--- src/rtl/fx_alu_stream_pkg.sv ---
// Shared opcodes, FSM encoding and fixed-point helpers for the streaming fixed-point ALU.
package fx_alu_pkg;

  localparam int OP_ADD  = 0;
  localparam int OP_SUB  = 1;
  localparam int OP_MAC  = 2;
  localparam int OP_CLR  = 3;
  localparam int OP_GRAY = 4;
  localparam int OP_CLZ  = 5;
  localparam int OP_ROR  = 6;
  localparam int OP_MAT  = 7;

  typedef enum logic [2:0] {
    ST_IDLE,
    ST_LOAD,
    ST_EXEC,
    ST_OUT,
    ST_MOUT
  } state_t;

  // Values are carried at 64 bits so one helper serves every width up to 63.
  function automatic logic signed [63:0] sat_to_width(input logic signed [63:0] value,
                                                      input int width);
    logic signed [63:0] hi;
    logic signed [63:0] lo;
    hi = (64'sd1 <<< (width - 1)) - 64'sd1;
    lo = -(64'sd1 <<< (width - 1));
    if (value > hi) return hi;
    if (value < lo) return lo;
    return value;
  endfunction

  function automatic logic signed [63:0] round_half_up(input logic signed [63:0] value,
                                                       input int shift);
    return (value + (64'sd1 <<< (shift - 1))) >>> shift;
  endfunction

endpackage

--- src/rtl/fx_alu_stream_if.sv ---
// Input handshake and result strobe bundle of the streaming fixed-point ALU.
interface fx_alu_stream_if #(
  parameter int INST_W = 4,
  parameter int DATA_W = 16
);
  logic                     i_in_valid;
  logic                     o_busy;
  logic [INST_W-1:0]        i_inst;
  logic signed [DATA_W-1:0] i_data_a;
  logic signed [DATA_W-1:0] i_data_b;
  logic                     o_out_valid;
  logic [DATA_W-1:0]        o_data;

  modport master (output i_in_valid, i_inst, i_data_a, i_data_b,
                  input  o_busy, o_out_valid, o_data);
  modport slave  (input  i_in_valid, i_inst, i_data_a, i_data_b,
                  output o_busy, o_out_valid, o_data);
endinterface

--- src/rtl/fx_alu_stream_transpose.sv ---
// MAT_N x MAT_N element buffer: rows are written in order, columns are read out in order.
module fx_mat_transpose
  import fx_alu_pkg::*;
#(
  parameter int DATA_W = 16,
  parameter int MAT_N  = 4,
  parameter int ELEM_W = DATA_W / MAT_N,
  localparam int WR_W  = $clog2(MAT_N),
  localparam int RD_W  = $clog2(MAT_N + 1)
) (
  input  logic              i_clk,
  input  logic              i_rst_n,
  input  logic              wr_en_i,
  input  logic [DATA_W-1:0] row_i,
  input  logic              clr_i,
  input  logic              rd_en_i,
  output logic [WR_W-1:0]   row_cnt_o,
  output logic [DATA_W-1:0] col_o,
  output logic              last_o
);

  logic [WR_W-1:0]   wr_ptr_q, wr_ptr_d;
  logic [RD_W-1:0]   rd_ptr_q, rd_ptr_d;
  logic [ELEM_W-1:0] elem_q [MAT_N][MAT_N];
  logic [WR_W-1:0]   rd_idx;

  always_comb begin
    wr_ptr_d = wr_ptr_q;
    rd_ptr_d = rd_ptr_q;
    if (clr_i) begin
      wr_ptr_d = '0;
      rd_ptr_d = '0;
    end else begin
      if (wr_en_i) wr_ptr_d = (wr_ptr_q == WR_W'(MAT_N - 1)) ? '0 : wr_ptr_q + 1'b1;
      if (rd_en_i) rd_ptr_d = rd_ptr_q + 1'b1;
    end
  end

  always_ff @(posedge i_clk or negedge i_rst_n) begin
    if (!i_rst_n) begin
      wr_ptr_q <= '0;
      rd_ptr_q <= '0;
    end else begin
      wr_ptr_q <= wr_ptr_d;
      rd_ptr_q <= rd_ptr_d;
    end
  end

  // Column 0 of a row sits in its most significant element.
  always_ff @(posedge i_clk) begin
    if (wr_en_i) begin
      for (int c = 0; c < MAT_N; c++) elem_q[wr_ptr_q][c] <= row_i[DATA_W-1-c*ELEM_W -: ELEM_W];
    end
  end

  assign rd_idx = rd_ptr_q[WR_W-1:0];

  always_comb begin
    col_o = '0;
    for (int r = 0; r < MAT_N; r++) col_o[DATA_W-1-r*ELEM_W -: ELEM_W] = elem_q[r][rd_idx];
  end

  assign row_cnt_o = wr_ptr_q;
  assign last_o    = (rd_ptr_q == RD_W'(MAT_N));

endmodule

--- src/rtl/fx_alu_stream.sv ---
// Fixed-point ALU: scalar ops with 2-cycle latency, saturating MAC, and a streamed matrix transpose.
module fx_alu_stream
  import fx_alu_pkg::*;
#(
  parameter int INST_W  = 4,
  parameter int INT_W   = 6,
  parameter int FRAC_W  = 10,
  parameter int DATA_W  = INT_W + FRAC_W,
  parameter int GUARD_W = 4,
  parameter int MAT_N   = 4,
  parameter int ELEM_W  = DATA_W / MAT_N
) (
  input logic            i_clk,
  input logic            i_rst_n,
  fx_alu_stream_if.slave bus
);

  localparam int ACC_W = 2 * DATA_W + GUARD_W;
  localparam int SH_W  = $clog2(DATA_W);
  localparam int WR_W  = $clog2(MAT_N);

  state_t                   state_q, state_d;
  logic [INST_W-1:0]        op_q;
  logic signed [DATA_W-1:0] a_q, b_q;
  logic signed [ACC_W-1:0]  acc_q, acc_d;
  logic [DATA_W-1:0]        data_q, data_d;

  logic busy, accept, in_mat;
  logic wr_en, clr, rd_en, mat_last;
  logic [WR_W-1:0]          row_cnt;
  logic [DATA_W-1:0]        col_w, a_u, clz_w;
  logic [2*DATA_W-1:0]      ror_dbl;
  logic signed [63:0]       a_w, b_w, acc_sum_w, acc_sat_w;

  assign busy   = (state_q == ST_EXEC) || (state_q == ST_OUT) || (state_q == ST_MOUT);
  assign accept = bus.i_in_valid && !busy;
  assign in_mat = (bus.i_inst == INST_W'(OP_MAT));

  assign bus.o_busy      = busy;
  assign bus.o_out_valid = (state_q == ST_OUT) || (state_q == ST_MOUT);
  assign bus.o_data      = data_q;

  always_ff @(posedge i_clk) begin
    if (accept) begin
      op_q <= bus.i_inst;
      a_q  <= bus.i_data_a;
      b_q  <= bus.i_data_b;
    end
  end

  assign a_w       = 64'(a_q);
  assign b_w       = 64'(b_q);
  assign acc_sum_w = 64'(acc_q) + a_w * b_w;
  assign acc_sat_w = sat_to_width(acc_sum_w, ACC_W);
  assign a_u       = a_q;
  assign ror_dbl   = {a_u, a_u} >> b_q[SH_W-1:0];

  // Highest set bit is visited last, so it determines the count.
  always_comb begin
    clz_w = DATA_W'(DATA_W);
    for (int i = 0; i < DATA_W; i++) if (a_u[i]) clz_w = DATA_W'(DATA_W - 1 - i);
  end

  always_comb begin
    state_d = state_q;
    data_d  = data_q;
    acc_d   = acc_q;
    wr_en   = 1'b0;
    clr     = 1'b0;
    rd_en   = 1'b0;
    case (state_q)
      ST_IDLE, ST_LOAD: begin
        if (state_q == ST_IDLE) state_d = ST_LOAD;
        if (accept) begin
          if (in_mat) begin
            wr_en = 1'b1;
            if (row_cnt == WR_W'(MAT_N - 1)) state_d = ST_EXEC;
          end else begin
            clr     = (row_cnt != '0);
            state_d = ST_EXEC;
          end
        end
      end
      ST_EXEC: begin
        state_d = ST_OUT;
        case (op_q)
          INST_W'(OP_ADD):  data_d = DATA_W'(sat_to_width(a_w + b_w, DATA_W));
          INST_W'(OP_SUB):  data_d = DATA_W'(sat_to_width(a_w - b_w, DATA_W));
          INST_W'(OP_MAC): begin
            acc_d  = ACC_W'(acc_sat_w);
            data_d = DATA_W'(sat_to_width(round_half_up(acc_sat_w, FRAC_W), DATA_W));
          end
          INST_W'(OP_CLR): begin
            acc_d  = '0;
            data_d = '0;
          end
          INST_W'(OP_GRAY): data_d = a_u ^ (a_u >> 1);
          INST_W'(OP_CLZ):  data_d = clz_w;
          INST_W'(OP_ROR):  data_d = ror_dbl[DATA_W-1:0];
          INST_W'(OP_MAT): begin
            data_d  = col_w;
            rd_en   = 1'b1;
            state_d = ST_MOUT;
          end
          default:          data_d = '0;
        endcase
      end
      ST_OUT: state_d = ST_LOAD;
      ST_MOUT: begin
        // The final column is already on o_data when the read pointer runs off the end.
        if (mat_last) begin
          state_d = ST_LOAD;
          clr     = 1'b1;
        end else begin
          data_d = col_w;
          rd_en  = 1'b1;
        end
      end
      default: state_d = ST_LOAD;
    endcase
  end

  always_ff @(posedge i_clk or negedge i_rst_n) begin
    if (!i_rst_n) begin
      state_q <= ST_IDLE;
      acc_q   <= '0;
      data_q  <= '0;
    end else begin
      state_q <= state_d;
      acc_q   <= acc_d;
      data_q  <= data_d;
    end
  end

  fx_mat_transpose #(
    .DATA_W(DATA_W),
    .MAT_N (MAT_N),
    .ELEM_W(ELEM_W)
  ) u_tr (
    .i_clk    (i_clk),
    .i_rst_n  (i_rst_n),
    .wr_en_i  (wr_en),
    .row_i    (bus.i_data_a),
    .clr_i    (clr),
    .rd_en_i  (rd_en),
    .row_cnt_o(row_cnt),
    .col_o    (col_w),
    .last_o   (mat_last)
  );

endmodule

--- src/flat_wrapper.sv ---
// flat-port wrapper written by rule: the top's interface ports become plain ports
module fx_alu_stream_flat import fx_alu_pkg::*;
#(
  parameter int INST_W  = 4,
  parameter int INT_W   = 6,
  parameter int FRAC_W  = 10,
  parameter int DATA_W  = INT_W + FRAC_W,
  parameter int GUARD_W = 4,
  parameter int MAT_N   = 4,
  parameter int ELEM_W  = DATA_W / MAT_N
)
  (i_clk, i_rst_n, bus_i_in_valid, bus_i_inst, bus_i_data_a, bus_i_data_b, bus_o_busy, bus_o_out_valid, bus_o_data);
  fx_alu_stream_if #(.INST_W(INST_W), .DATA_W(DATA_W)) bus_i ();
  input logic i_clk;
  input logic i_rst_n;
  input wire logic [$bits(bus_i.i_in_valid)-1:0] bus_i_in_valid;
  input wire logic [$bits(bus_i.i_inst)-1:0] bus_i_inst;
  input wire logic [$bits(bus_i.i_data_a)-1:0] bus_i_data_a;
  input wire logic [$bits(bus_i.i_data_b)-1:0] bus_i_data_b;
  output wire logic [$bits(bus_i.o_busy)-1:0] bus_o_busy;
  output wire logic [$bits(bus_i.o_out_valid)-1:0] bus_o_out_valid;
  output wire logic [$bits(bus_i.o_data)-1:0] bus_o_data;
  assign bus_i.i_in_valid = bus_i_in_valid;
  assign bus_i.i_inst = bus_i_inst;
  assign bus_i.i_data_a = bus_i_data_a;
  assign bus_i.i_data_b = bus_i_data_b;
  assign bus_o_busy = bus_i.o_busy;
  assign bus_o_out_valid = bus_i.o_out_valid;
  assign bus_o_data = bus_i.o_data;
  fx_alu_stream #(.INST_W(INST_W), .INT_W(INT_W), .FRAC_W(FRAC_W), .DATA_W(DATA_W), .GUARD_W(GUARD_W), .MAT_N(MAT_N), .ELEM_W(ELEM_W)) u_core (.i_clk(i_clk), .i_rst_n(i_rst_n), .bus(bus_i));
endmodule
--- config.mk ---
export PLATFORM = sky130hd
export DESIGN_NAME = fx_alu_stream_flat
export DESIGN_NICKNAME = d
export VERILOG_FILES = /design/src/rtl/fx_alu_stream_pkg.sv /design/src/rtl/fx_alu_stream_if.sv /design/src/rtl/fx_alu_stream_transpose.sv /design/src/rtl/fx_alu_stream.sv /design/src/flat_wrapper.sv
export SDC_FILE = /design/constraint.sdc
export NUM_CORES = 1
export LEC_CHECK = 0
export CELL_PAD_IN_SITES_DETAIL_PLACEMENT = 2
export CELL_PAD_IN_SITES_GLOBAL_PLACEMENT = 2
export CORE_MARGIN = 2
export CORE_UTILIZATION = 31
export CTS_BUF_LIST = sky130_fd_sc_hd__clkbuf_4 sky130_fd_sc_hd__clkbuf_8 sky130_fd_sc_hd__clkbuf_16
export DETAILED_ROUTE_END_ITERATION = 7
export GPL_TIMING_DRIVEN = 0
export PLACE_DENSITY_LB_ADDON = 0.1
export SLEW_MARGIN = 20
export SYNTH_ARGS = -nofsm -noshare
export SYNTH_HDL_FRONTEND = slang
export SYNTH_SLANG_ARGS = --single-unit
--- constraint.sdc ---
create_clock -name i_clk -period 12.8 [get_ports i_clk]
set_input_delay 2.56 -clock i_clk [delete_from_list [all_inputs] [get_ports i_clk]]
set_output_delay 2.56 -clock i_clk [all_outputs]
set_load 0.01 [all_outputs]
; ---- Word level (Yosys, flattened, before mapping)
; Memory sizes are Yosys's and may differ from the RTL's.
; Index checks and enable logic that the tools add are counted.
; Widths: inputs -> output; s select.
[totals]
out_inout_bits = 18
wordCells = 155
n_memories = 1
ram_bits = 64
ff_bits = 96
latch_bits = 0
inputBits = 39
romBits = 0
[memory_table]
columns = name, words, word_bits, rd, rd_clocked_by_memory_dff, write_ports, line
row1 = u_core.u_tr.elem_q, 4, 16, 4, 0, 1, fx_alu_stream_transpose.sv:24  ; logic [ELEM_W-1:0] elem_q [MAT_N][MAT_N];
[classes]
shift = 1
order_cmp = 9
div = 0
eq_ne = 16
n_addsub = 6
muxes = 96
reduce_logical = 15
mul = 1
n_bitwise = 2
[ops]
columns = operator, n
row1 = $mux 64, 4
row2 = $mux 16, 13
row3 = $pmux 16 s7, 1
row4 = $mux 5, 16
row5 = $pmux 36 s2, 1
row6 = $add 64x11->64 const B, 1
row7 = $gt 64x36->1 const B, 1
row8 = $lt 64x36->1 const B, 1
row9 = $gt 54x16->1 const B, 1
row10 = $lt 54x16->1 const B, 1
row11 = $add 36x32->37, 1
row12 = $gt 17x16->1 const B, 2
row13 = $lt 17x16->1 const B, 2
row14 = $mux 1, 34
row15 = $bmux 4 s2, 4
row16 = $mul 16x16->32, 1
row17 = $mux 4, 8
row18 = $pmux 16 s2, 1
row19 = $shr 32x4->16, 1
row20 = $mux 3, 8
row21 = $eq 4x3->1 const B, 5
row22 = $add 16x16->17, 1
row23 = $sub 16x16->17, 1
row24 = $xor 16x15->16, 1
row25 = 23 further kinds, 36

; ---- Longest topological paths before layout
[logic_depth]
depth_word = 19
mapped_depth = 41
ltp_nobuf = 34

; ---- Hierarchy
; Synthesis repeated with hierarchy kept, for this count alone.
[hier_totals]
cells_unflattened = 2465
hier_area_um2 = 23154.7
[modules_own_cells]
columns = module, cells_each, seq_area_each_um2, n_inst, area_each_um2
row1 = fx_alu_stream, 2350, 2457.4, 1, 20479.6
row2 = fx_mat_transpose, 115, 2047.0, 1, 2675.1

; ---- Worst setup path after synthesis
; Ideal clock, no wire load.
[synth_timing]
path_kind = register to register
from = register u_core.b_q[1]
to = register u_core.data_q[10], in the netlist u_core.bus.o_data[10]
path_stages_with_launch = 40
path_buffers = 7
t_arrival_ps = 9583
setup_slack_ps = 3135
synth_period_minus_slack_ps = 9665
t_required_ps = 12718
cell_sequence = edfxtp_1 > buf_1 > clkbuf_1 > clkbuf_1 > nand2_1 > inv_1 > fa_1 > inv_1 > fa_1 > inv_1 > fa_1 > fa_1 > fa_1 > inv_1 > fa_1 > inv_1 > ha_1 > clkbuf_1 > [4 not listed] > o2111a_1 > and2_1 > buf_2 > nand3_1 > nand2_1 > nand2_1 > ha_1 > nand4_1 > nand4b_1 > or3_1 > clkbuf_1 > or4_1 > a221oi_1 > nor2_1 > o21ai_4 > buf_6 > nand4_1 > a31oi_1
[synth_via]
elab_chain_cells = 17
elab_cells_between_ends = 52
[synth_lines]
columns = item, line
row1 = from (decl), fx_alu_stream.sv:24  ; logic signed [DATA_W-1:0] a_q, b_q;
row2 = from (signal assigned), fx_alu_stream.sv:47  ; b_q <= bus.i_data_b;
row3 = $mul 16x16->32, fx_alu_stream.sv:53  ; assign acc_sum_w = 64'(acc_q) + a_w * b_w;
row4 = $add 36x32->37, fx_alu_stream.sv:53
row5 = $lt 64x36->1, fx_alu_stream_pkg.sv:29  ; if (value < lo) return lo;
row6 = $mux 1 (2 in a row), fx_alu_stream_pkg.sv:29
row7 = $mux 64, fx_alu_stream_pkg.sv:30  ; return value;
row8 = $mux 64, fx_alu_stream_pkg.sv:29
row9 = $add 64x11->64, fx_alu_stream_pkg.sv:35  ; return (value + (64'sd1 <<< (shift - 1))) >>> shift;
row10 = $lt 54x16->1, fx_alu_stream_pkg.sv:29
row11 = $mux 1 (2 in a row), fx_alu_stream_pkg.sv:29
row12 = $mux 1, fx_alu_stream.sv:86  ; case (op_q)
row13 = $mux 1, fx_alu_stream.sv:71  ; case (state_q)
row14 = $mux 16, fx_alu_stream_pkg.sv:30
row15 = $mux 16, fx_alu_stream_pkg.sv:29
row16 = $pmux 16 s7 *, fx_alu_stream.sv:86
row17 = $pmux 16 s2 *, fx_alu_stream.sv:71
row18 = to (signal assigned), fx_alu_stream.sv:131  ; data_q <= data_d;
row19 = to (decl), fx_alu_stream.sv:26  ; logic [DATA_W-1:0] data_q, data_d;
; Every way passes the cells marked *; elsewhere a longest branch is shown, timed or not. The select of a mux whose other input is x is not followed.
; A chain may end at the register's enable or synchronous reset.

; ---- Worst setup path after layout
[layout_timing]
from = register u_core.a_q[7]
to = register u_core.data_q[11], in the netlist u_core.bus.o_data[11]
[layout_via]
elab_chain_cells = 17
elab_cells_between_ends = 52
[layout_lines]
columns = item, line
row1 = from (decl), fx_alu_stream.sv:24
row2 = from (signal assigned), fx_alu_stream.sv:46  ; a_q <= bus.i_data_a;
row3 = $mul 16x16->32, fx_alu_stream.sv:53
row4 = $add 36x32->37, fx_alu_stream.sv:53
row5 = $lt 64x36->1, fx_alu_stream_pkg.sv:29
row6 = $mux 1 (2 in a row), fx_alu_stream_pkg.sv:29
row7 = $mux 64, fx_alu_stream_pkg.sv:30
row8 = $mux 64, fx_alu_stream_pkg.sv:29
row9 = $add 64x11->64, fx_alu_stream_pkg.sv:35
row10 = $lt 54x16->1, fx_alu_stream_pkg.sv:29
row11 = $mux 1 (2 in a row), fx_alu_stream_pkg.sv:29
row12 = $mux 1, fx_alu_stream.sv:86
row13 = $mux 1, fx_alu_stream.sv:71
row14 = $mux 16, fx_alu_stream_pkg.sv:30
row15 = $mux 16, fx_alu_stream_pkg.sv:29
row16 = $pmux 16 s7 *, fx_alu_stream.sv:86
row17 = $pmux 16 s2 *, fx_alu_stream.sv:71
; Marks and branches as above.

==> key figures <==
Routing
  • Antenna-violating nets left: 0
  • Remaining DRCs: 0
  • First-pass DRT Iterations: 5
  • Vias: 18,000
  • Initial drt markers: 1,156
  • Routed len/inst: 26.9 um
  • Routed WL: 91,600 um
  • DR vias/cell: 5.28

Timing
  • Worst-margin pin slew: 1.20 ns
  • Unrepaired setup endpoints after global routing: no
  • Slew Limit Fails: 0
  • Final hold vios: 0
  • Count of final setup violators: 0
  • Slew margin rel.: 19.0%
  • Min cycle time layout: 12.02 ns
  • Post-Route Skew: 0.0315 ns
  • F_max: 83.2 MHz
  • Final period util: 93.9%

Critical path
  • Worst Path Max Fanout: 10
  • Worst path most repeated cell: fa_1
  • Delay of the slowest cell on the worst path: 0.72 ns
  • Crit. Startpoint: u_core.a_q[7]
  • Worst path required time: 13.14 ns
  • R2R Path Start: u_core.a_q[7]
  • Setup crit start kind: register
  • Worst setup EP type: register
  • Slowest CP cell: edfxtp_1
  • Arrival time at the worst endpoint: 12.36 ns
  • Worst setup path category: register to register

Run
  • Maxcap violations: 0

Floorplan
  • Num ports: 57
  • Core area: 71,700 um^2
  • Die area: 74,800 um^2
  • Std cell rows: 98
  • Die height: 274 um
  • Chip Width: 274 um
  • Initial core utilization: 31.4%

Synth
  • Synth Flop Type: edfxtp_1
  • Asr flop ratio synth: 37.5%
  • Avg Inst Size Synth: 9.53 um^2
  • Cell variety after synth: 94
  • Mapped Area: 22,500 um^2
  • Register area share after synthesis: 20.0%
  • Post-synth EDFFs: 100
  • Synth Instances: 2,364
  • Seq cells post-synth: 160
  • Synth warnings: 0
  • Syn_nets: 2,876

CTS
  • CTS sink cnt: 160
  • CTS root buffer: clkbuf_16
  • H-tree levels: 4
  • CTS Buffer Depth: 2
  • Cts bufs inserted: 17
  • Worst-path clk slew: 0.07 ns
  • CTS tree: done
  • Later-pin clock latency in the skew report: 0.50 ns
  • Post-CTS Setup Repair Bufs: 0

Global routing
  • Antenna violations before repair: 4
  • Vias in the first global route: 20,200
  • First-pass GRT wire length: 138,000 um
  • All-Layer GR Usage: 25.4%
  • Largest net degree at the start of global routing: 42
  • Remaining Overflow, GRT: 0

Place
  • Placed cell area: 24,300 um^2
  • Port buffer count: 56
  • Hpwl dp: 78,300 um
  • Placer Congestion: 0.949

Finish
  • Antenna diodes: 0
  • Layout cells sized above 1: 5.54%
  • Final nets: 2,952
  • Final instance area: 25,000 um^2
  • Syn-to-layout area delta: 10.9%

Outcome
  • Status: finished clean

Min path
  • Hold path startpoint: u_core.acc_q[22]
  • Hold crit path type: register to register
[path summary, 6_finish.rpt]
kind                       depth (start not counted)  slack [ns]                  endpoint
hold reg to reg                                    2        0.50          u_core.acc_q[22]
hold / removal                                     2        0.50          u_core.acc_q[22]
setup / recovery                                  32        0.78     u_core.bus.o_data[11]
min in group asynchronous                          1        1.94  u_core.u_tr.row_cnt_o[0]
max in group asynchronous                          2       10.27          u_core.acc_q[24]
setup reg to reg                                  32        0.78     u_core.bus.o_data[11]
[cell usage after synthesis (all sizes together) (10+ instances only)]
cell | n | area share, %
xnor2 | 44 | 1.8
a31oi | 17 | 0.54
edfxtp | 100 | 13
a222oi | 11 | 0.49
nand2b | 13 | 0.36
nand2 | 248 | 4.2
clkbuf | 86 | 1.4
a221oi | 10 | 0.42
a21o | 13 | 0.43
nor4 | 13 | 0.49
nand4 | 21 | 0.65
fa | 320 | 28
nand3 | 26 | 0.58
mux4 | 36 | 3.6
dfrtp | 60 | 6.7
o21a | 12 | 0.40
xor2 | 37 | 1.6
nor3 | 27 | 0.60
nor2 | 165 | 2.8
inv | 402 | 6.7
a211oi | 24 | 0.90
o21ai | 106 | 2.5
nor2b | 10 | 0.28
buf | 18 | 0.36
o221ai | 11 | 0.43
ha | 153 | 8.5
a21oi | 126 | 2.9
and3 | 11 | 0.31
and2 | 94 | 2.6
[kinds of logic (layout without fill, tap and decap cells)]
| family | count (synthesis) | count (layout) | share of synthesized area (%) |
|---|---|---|---|
| simple gates | 666 | 666 | 14.1 |
| buf+inv | 507 | 596 | 8.52 |
| fa+ha+maj | 477 | 477 | 37.1 |
| compound gates | 428 | 428 | 12.8 |
| flops | 160 | 160 | 20.0 |
| xor+xnor | 81 | 81 | 3.37 |
| mux | 45 | 45 | 4.01 |
[worst max-delay path, delay by kind of cell (launching register included)]
family	cells	cell delay (ns)
adders and majority gates	8	3.90
AOI/OAI and AO/OA	8	2.99
and+or+nand+nor	9	2.40
buffers and inverters	6	1.69
DFF	1	0.72
xor gates and xnor gates	1	0.15
[sequential cells by signal, indices dropped and copies added, names as in the netlist]
name,cells
u_core.u_tr.elem_q,64
u_core.acc_q,36
u_core.a_q,16
u_core.b_q,16
u_core.bus.o_data,16
u_core.op_q,4
u_core.state_q,3
u_core.u_tr.rd_ptr_q,3
u_core.u_tr.row_cnt_o,2
[cell usage in the layout, fill, tap and decap left out, types with 8 or more instances in the layout]
cell / instances
xor2_1: 34
inv_1: 401
a21oi_1: 122
nor3_1: 25
o21ai_1: 12
xnor2_1: 42
nand3_1: 26
ha_1: 153
a221oi_1: 9
o21ai_0: 90
mux2i_1: 8
a31oi_1: 14
o21a_1: 12
nand2b_1: 13
and2_1: 94
o21bai_1: 8
o31ai_1: 9
nor4_1: 10
nand4_1: 20
mux4_2: 36
nor2_1: 164
clkbuf_16: 17
edfxtp_1: 100
clkbuf_1: 84
and3_1: 10
dfrtp_1: 60
nor2b_1: 10
a222oi_1: 11
a21o_1: 13
buf_1: 10
nand2_1: 246
o221ai_1: 11
a211oi_1: 21
fa_1: 319
clkdlybuf4s50_1: 55
a22o_1: 8
[through the flow]
stage               instances  setup slack (ns)  utilization [%]  setup TNS, ns  hold WS, ns
finish                   3403             0.781             34.8              0        0.496
global route             3403            0.0383             34.8              0        0.543
CTS                      3405             0.106             34.8              0        0.506
detailed placement       3373           -0.0789             33.9        -0.0789        0.488
global placement         3370            0.0661             33.8              0        0.478
floorplan                2364              3.13                -              0        0.445
[layer usage]
metal  vias to the layer above  wire, um  share of wire (%)  track usage, %
li1                       7989         -                  -               -
met4                         6      1410                1.5            4.98
met5                         -        29              0.032               0
met3                        74      4200                4.6            4.90
met1                      9596     43700                 48            36.1
met2                       311     42200                 46            40.3
[repair_timing]
item                                    in CTS  in global routing
endpoints found under the setup margin       1                 16
hold buffers                                 0                  0
resized for setup                            2                  3
[final cells by class]
class | instances | area, um^2
Multi-Input combinational cell | 1697 | 16100
Fill cell | 7921 | 46800
Buffer | 102 | 399
Sequential cell | 160 | 4500
Timing Repair Buffer | 59 | 626
Clock buffer | 18 | 433
Tap cell | 950 | 1190
Inverter | 403 | 1510
Clock inverter | 14 | 173
Power is left out: the tool's default activity adds up to more than one toggle a clock period on the data nets, which glitch-free logic cannot reach.
